**src/rtl/shift_add_mul_ctrl_if.sv**
```systemverilog
// Handshake and adder bus between the shift-add multiply sequencer and its neighbours.
// Carries only wires; no registers and no added latency.
// Callers must hold start until it is accepted; there is no queueing.
interface shift_add_mul_ctrl_if #(
  parameter int WIDTH = 4
);
  logic               start;
  logic [WIDTH-1:0]   a;
  logic [WIDTH-1:0]   b;
  logic               busy;
  logic               done;
  logic [2*WIDTH-1:0] product;
  logic [WIDTH-1:0]   add_a;
  logic [WIDTH-1:0]   add_b;
  logic [WIDTH:0]     add_s;

  // Sequencer side: takes requests and the adder sum, drives status and adder operands.
  modport slave (
    input  start, a, b, add_s,
    output busy, done, product, add_a, add_b
  );

  // Datapath side: issues requests, owns the shared adder.
  modport master (
    output start, a, b, add_s,
    input  busy, done, product, add_a, add_b
  );
endinterface

```
**src/rtl/shift_add_mul_ctrl.sv**
```systemverilog
// Unsigned WIDTH x WIDTH shift-and-add multiply sequencer driving an external shared adder.
// Latency: done pulses WIDTH+1 cycles after the accepting edge; one result per WIDTH+1 cycles.
// start is accepted only in IDLE or DONE; a start seen during RUN is dropped, not queued.
module shift_add_mul_ctrl #(
  parameter int WIDTH = 4
) (
  input  logic                clk,
  input  logic                rst,
  shift_add_mul_ctrl_if.slave bus
);

  localparam int CW = $clog2(WIDTH) + 1;

  typedef enum logic [1:0] {
    S_IDLE = 2'd0,
    S_RUN  = 2'd1,
    S_DONE = 2'd2
  } state_t;

  state_t           r_state;
  state_t           w_state_nxt;
  logic [WIDTH-1:0] r_acc_hi;
  logic [WIDTH-1:0] r_acc_lo;
  logic [WIDTH-1:0] r_mcand;
  logic [CW-1:0]    r_cnt;
  logic             w_accept;
  logic [WIDTH-1:0] w_add_a;
  logic [WIDTH-1:0] w_add_b;

  // State register; reset abandons any multiply in flight.
  always_ff @(posedge clk) begin
    if (rst) begin
      r_state <= S_IDLE;
    end else begin
      r_state <= w_state_nxt;
    end
  end

  // Next state, accept decision and adder operands (adder held at zero outside RUN).
  always_comb begin
    w_state_nxt = r_state;
    w_accept    = 1'b0;
    w_add_a     = '0;
    w_add_b     = '0;
    case (r_state)
      S_IDLE: begin
        if (bus.start) begin
          w_accept    = 1'b1;
          w_state_nxt = S_RUN;
        end
      end
      S_RUN: begin
        w_add_a = r_acc_hi;
        w_add_b = r_acc_lo[0] ? r_mcand : '0;
        if (r_cnt == '0) begin
          w_state_nxt = S_DONE;
        end
      end
      S_DONE: begin
        if (bus.start) begin
          w_accept    = 1'b1;
          w_state_nxt = S_RUN;
        end else begin
          w_state_nxt = S_IDLE;
        end
      end
      default: begin
        w_state_nxt = S_IDLE;
      end
    endcase
  end

  // Accumulator: load operands on accept, then shift the adder sum in from the top each RUN cycle.
  always_ff @(posedge clk) begin
    if (rst) begin
      r_acc_hi <= '0;
      r_acc_lo <= '0;
      r_mcand  <= '0;
      r_cnt    <= '0;
    end else if (w_accept) begin
      r_mcand  <= bus.a;
      r_acc_lo <= bus.b;
      r_acc_hi <= '0;
      r_cnt    <= CW'(WIDTH - 1);
    end else if (r_state == S_RUN) begin
      // The carry (add_s[WIDTH]) becomes acc_hi[WIDTH-1]; the consumed multiplier bit drops out.
      {r_acc_hi, r_acc_lo} <= {bus.add_s, r_acc_lo[WIDTH-1:1]};
      if (r_cnt != '0) begin
        r_cnt <= r_cnt - CW'(1);
      end
    end
  end

  assign bus.busy    = (r_state == S_RUN);
  assign bus.done    = (r_state == S_DONE);
  assign bus.product = {r_acc_hi, r_acc_lo};
  assign bus.add_a   = w_add_a;
  assign bus.add_b   = w_add_b;

endmodule

```
**src/flat_wrapper.sv**
```systemverilog
// flat-port wrapper written by rule: the top's interface ports become plain ports
module shift_add_mul_ctrl_flat 
#(
  parameter int WIDTH = 4
)
  (clk, rst, bus_start, bus_a, bus_b, bus_add_s, bus_busy, bus_done, bus_product, bus_add_a, bus_add_b);
  shift_add_mul_ctrl_if #(.WIDTH(WIDTH)) bus_i ();
  input  logic clk;
  input  logic rst;
  input wire logic [$bits(bus_i.start)-1:0] bus_start;
  input wire logic [$bits(bus_i.a)-1:0] bus_a;
  input wire logic [$bits(bus_i.b)-1:0] bus_b;
  input wire logic [$bits(bus_i.add_s)-1:0] bus_add_s;
  output wire logic [$bits(bus_i.busy)-1:0] bus_busy;
  output wire logic [$bits(bus_i.done)-1:0] bus_done;
  output wire logic [$bits(bus_i.product)-1:0] bus_product;
  output wire logic [$bits(bus_i.add_a)-1:0] bus_add_a;
  output wire logic [$bits(bus_i.add_b)-1:0] bus_add_b;
  assign bus_i.start = bus_start;
  assign bus_i.a = bus_a;
  assign bus_i.b = bus_b;
  assign bus_i.add_s = bus_add_s;
  assign bus_busy = bus_i.busy;
  assign bus_done = bus_i.done;
  assign bus_product = bus_i.product;
  assign bus_add_a = bus_i.add_a;
  assign bus_add_b = bus_i.add_b;
  shift_add_mul_ctrl #(.WIDTH(WIDTH)) u_core (.clk(clk), .rst(rst), .bus(bus_i));
endmodule
```
**config.mk**
```make
export PLATFORM = sky130hd
export DESIGN_NAME = shift_add_mul_ctrl_flat
export DESIGN_NICKNAME = d
export VERILOG_FILES = /design/src/rtl/shift_add_mul_ctrl_if.sv /design/src/rtl/shift_add_mul_ctrl.sv /design/src/flat_wrapper.sv
export SDC_FILE = /design/constraint.sdc
export NUM_CORES = 1
export LEC_CHECK = 0
export ABC_AREA = 1
export BUFFER_PORTS_ARGS = -buffer_cell sky130_fd_sc_hd__clkbuf_2
export CELL_PAD_IN_SITES_DETAIL_PLACEMENT = 0
export CELL_PAD_IN_SITES_GLOBAL_PLACEMENT = 1
export CORE_AREA = 4 4 53 65
export DETAILED_ROUTE_END_ITERATION = 12
export DIE_AREA = 0 0 57 69
export MAX_ROUTING_LAYER = met4
export PLACE_DENSITY = 0.73
export SYNTH_ARGS = -nofsm -noshare
export SYNTH_HDL_FRONTEND = slang
export SYNTH_SLANG_ARGS = --single-unit
export TNS_END_PERCENT = 10
```
**constraint.sdc**
```tcl
create_clock -name clk -period 1.15 [get_ports clk]
set_input_delay 0.23 -clock clk [delete_from_list [all_inputs] [get_ports clk]]
set_output_delay 0.23 -clock clk [all_outputs]
set_load 0.03 [all_outputs]
```
---- Word level (Yosys, flattened, before mapping) ----
Index checks and enable logic that the tools add are counted.
word-level totals
  register bits after elaboration ......... 17
  bits of input ports ..................... 16
  logic and storage cells ................. 35
operators by class
  add/sub/neg operators ................... 1
  equality and inequality tests ........... 4
  mux-type cells .......................... 14
  reductions and logical operators ........ 10
operators with widths
  operator             count
  $mux 4               5
  $mux 2               5
  $pmux 2 s3           1
  $reduce_and 2->1     3
  $reduce_bool 2->1    2
  $reduce_or 2->1      2
  $logic_not 3->1      1
  $mux 1               3
  $reduce_bool 3->1    1
  $sub 3x1->3 const B  1
  $eq 2x1->1 const B   1
  $eq 2x2->1 const B   1
  $logic_not 2->1      1
  $ne 2x1->1 const B   1
  $ne 2x2->1 const B   1

---- Longest topological paths before layout ----
  word-level depth ........................ 5
  mapped depth ............................ 7
  gate-level depth less buffers ........... 7

---- Worst setup path before layout ----
OpenSTA, ideal clock, no wires.
  path type ............................... register to output
  start point ............................. register u_core.r_state[1]
  end point ............................... output port bus_add_a[0]
  arrival ................................. 1,060 ps
  data required time ...................... 920 ps
  slack ................................... -140 ps
  stages on the path, launching flop included .. 5
  path through ............................ dfxtp_1 inv_2 nand2_2 buf_4 nor2_1
between the ends
  word-level cells in the longest chain between the ends .. 2
ends and longest elaborated chain
  element                 RTL line                  RTL
  start, declared         shift_add_mul_ctrl.sv:20  state_t r_state;
  start signal, assigned  shift_add_mul_ctrl.sv:35  r_state <= w_state_nxt;
  $eq 2x1->1              shift_add_mul_ctrl.sv:45  case (r_state)
  $mux 4                  shift_add_mul_ctrl.sv:45
  end, declared           flat_wrapper.sv:17        output wire logic [$bits(bus_i.add_a)-1:0] bus_add_a;
No other way between the ends.

---- Worst setup path in the final report ----
  start point ............................. register u_core.r_state[0]
  end point ............................... output port bus_add_a[0]
The elaborated chain is that of the path after synthesis.

==> flow_summary_export.csv <==
group,metric,value,unit
run_status,outcome,"complete, but fails checks",
setup_path,arrival,1.07,ns
grt,grt_pass1_wl,3.663,mm
pwr,power.leakage,0.0006355,µW
clock_network,tritoncts,"done",
sta,timing.final.crit_share,113.0,%
grt,grt_util_all_layers,11.53,%
cells_and_area,count_of_placed_standard_cells_in_the_final_layout_fillers_left_out,206,
setup_path,timing.critical_path.to_type,"output pin",
synthesis,async_reset_ff_share,0,%
synthesis,synth.ff_latch_count,17,
synthesis,synth.top_cell.area_share,40.42,%
floorplanning,dieArea,0.003933,mm²
placement,numPortBuffers,33,
synthesis,cell_accounting_for_the_most_synthesized_area,"sky130_fd_sc_hd__dfxtp_1",
clock_network,numCtsBuffers,3,
synthesis,main_combinational_cell_family_by_area_after_synthesis,"simple AND/OR/NAND/NOR gates",
run_status,violations_in_the_final_reports,"negative setup slack",
cells_and_area,final_net_count,191,
synthesis,synth_adder_area_share,2.972,%
clock_network,worstSkewPairLatency,0.28,ns
setup_path,path_class,"reg2out",
sta,hold_viol_final,0,
routing,first_iter_violations,26,
placement,post-place-cells,197,
placement,post_dp_cell_area,0.001112,mm²
clock_network,number_of_clock_sinks,17,
routing,via_count,905,
sta,finalWorstSetupSlack,-0.1498,ns
synthesis,complex_gate_fraction_of_the_synthesized_area,5.944,%
sta,finalWorstPathRequiredPeriod,1.300,ns
floorplanning,std_cell_rows,21,
setup_path,worst_setup_path_start_kind,"register",
setup_path,cp_max_fo,6,
synthesis,synthSimpleGateAreaFrac,39.52,%
routing,vias_per_cell,4.393,
setup_path,required_time_of_the_worst_setup_path,0.92,ns
synthesis,most_frequent_cells_after_synthesis,"29 x sky130_fd_sc_hd__nor2_1, 24 x sky130_fd_sc_hd__nand2_1, 17 x sky130_fd_sc_hd__dfxtp_1, 17 x sky130_fd_sc_hd__inv_1, 7 x sky130_fd_sc_hd__nand3_1",
synthesis,synthesis.area,842.1,µm²
sta,timing_max_transition_violations_final,0,
cells_and_area,antenna_cells_inserted,0,
min_path,worst_hold_path_type,"in2reg",
sta,max_clock_freq,769.4,MHz
synthesis,synth_most_common_cell,"sky130_fd_sc_hd__nor2_1",
placement,gp_routability_congestion,0.7179,
routing,drt.antenna.violating_nets,0,
synthesis,mappedNetlistNets,142,
floorplanning,core_region_area,0.002785,mm²
clock_network,cts.reportedPaths.clkPinSlew,0.10,ns
synthesis,synth-xor-area-share,0,%
synthesis,postSynthCellCount,124,
sta,tightestPinTransition,0.2705,ns
synthesis,synth_edf_count,0,
pwr,power.ir.vdd_worst,0.5040,mV
synthesis,netlist-cell-type-count,18,
clock_network,cts_hold_repair.buffers,0,
pwr,finalPower,1435,µW
routing,drc,0,
grt,grt_antenna_before_repair,0,
synthesis,synth_seq_area_share,40.42,%
sta,relSlewSlack,81.86,%
grt,globalRouteOverflowTotal,0,
pwr,pwr_dens,1055,mW/mm²
floorplanning,floorplan.die.width,57,µm
placement,dpl.hpwl,1.628,mm
synthesis,yosysWarningCount,0,
sta,final_setup_skew,0.005034,ns
floorplanning,io_pins,34,
cells_and_area,area.growth.synth_to_final,61.52,%
routing,finalWirelength,2.202,mm
clock_network,clock-root-buffer,"sky130_fd_sc_hd__clkbuf_4",
clock_network,clockBufferDepth,2,
synthesis,post_synth_main_area_contributors,"sky130_fd_sc_hd__dfxtp_1 40%, sky130_fd_sc_hd__nor2_1 13%, sky130_fd_sc_hd__nand2_1 11%, sky130_fd_sc_hd__inv_1 7.6%, sky130_fd_sc_hd__nand3_1 4.2%",
grt,first_global_vias,881,
flow_run,cap_viol_max_count,0,
floorplanning,chipHeight,69,µm
cells_and_area,layout-drive-gt1-share,43.60,%
floorplanning,initial_utilization,30.23,%
routing,routedWlPerCell,10.69,µm
synthesis,proportion_of_synthesized_area_in_mux_cells,0,%
synthesis,ys_dominant_reg_cell,"sky130_fd_sc_hd__dfxtp_1",
sta,setup_repair_after_global_routing_missed_its_margin,"true",
sta,final-setup-viol-count,10,
routing,drtPass1Iterations,4,
grt,maximum_number_of_pins_on_one_net_before_global_route_repair,13,
synthesis,synth_area_per_cell,6.791,µm²
cells_and_area,fin_area,0.001360,mm²
clock_network,ctsHtreeMaxLevel,1,
==> metal layers <==
| layer | vias up | share of wire [%] | track usage [%] |
|---|---|---|---|
| li1 | 478 | - | - |
| met1 | 406 | 41 | 13.14 |
| met2 | 21 | 53 | 20.33 |
| met3 | 0 | 5.4 | 2.052 |
| met4 | 0 | 0 | 3.093 |
| met5 | - | 0 | - |
==> critical path, cell delays in order, from the launching register on <==
cell and delay (ns):
sky130_fd_sc_hd__dfxtp_4 0.43, sky130_fd_sc_hd__nand2_8 0.11, sky130_fd_sc_hd__nor2_4 0.12, sky130_fd_sc_hd__buf_8 0.13
==> registers in the layout, summed over array words and instances (netlist names) <==
register,count
u_core.r_acc_lo,4
u_core.r_cnt,3
u_core.r_mcand,4
u_core.r_state,2
u_core.r_acc_hi,4
==> logic make-up (layout without fill, tap and decap cells) <==
kind of cell               count (synthesis)  in the layout
AOI/OAI and AO/OA                         10             10
adders and majority gates                  2              2
buffers and inverters                     22             69
DFF                                       17             17
and+or+nand+nor                           73             74
==> placed cells by master, fill, tap and decap left out, drive strengths merged <==
master / count
nor2: 32
nand2: 29
clkbuf: 26
buf: 22
inv: 19
dfxtp: 17
nand3: 7
a21oi: 6
nand3b: 4
o21ai: 4
ha: 2
clkinv: 2
nand4: 1
nor3: 1
==> worst paths after layout <==
path | from | cells past startpoint | slack [ns] | to
hold / removal | rst | 2 | 0.14 | u_core.r_state[0]$_SDFFE_PP0P_
hold reg to reg | u_core.r_acc_hi[2]$_SDFFE_PP0P_ | 2 | 0.48 | u_core.r_acc_hi[2]$_SDFFE_PP0P_
setup / recovery | u_core.r_state[0]$_SDFFE_PP0P_ | 3 | -0.15 | bus_add_a[0]
setup reg to reg | u_core.r_state[0]$_SDFFE_PP0P_ | 6 | 0.06 | u_core.r_acc_hi[3]$_SDFFE_PP0P_
==> power by group <==
| part | switching [µW] | internal [µW] | leakage, µW |
|---|---|---|---|
| Sequential | 41.0 | 639 | 0.000142 |
| Combinational | 257 | 183 | 0.000475 |
| Clock | 186 | 129 | 0.0000177 |
==> timing repair <==
action / CTS / global route
endpoints found under the setup margin: 14 / 24
pin swaps: 2 / 3
buffers inserted: 3 / 1
gates cloned: 0 / 1
resized for setup: 31 / 25
==> per-stage QoR <==
stage          hold WS (ns)  utilization (%)  setup TNS [ns]  setup WS, ns
2_1_floorplan        0.2991                -         -0.1799      -0.02248
3_3_place_gp         0.4481            39.94         -0.2412      -0.03167
3_5_place_dp         0.4566            39.94         -0.3111      -0.04220
4_1_cts              0.1355            46.32          -1.565       -0.1666
5_1_grt              0.1335            48.83          -2.193       -0.2292
6_report             0.1406            48.83          -1.358       -0.1498
==> cell type report <==
type	instances	area [µm²]
clock buffers	3	22.52
clock inverters	1	5.005
fillers	289	1425
inverters	20	80.08
multi-input cells	86	493.0
flip-flops and latches	17	351.6
well taps	34	42.54
repair buffers	45	365.4
No activity file was read; power rests on OpenSTA's default activity.
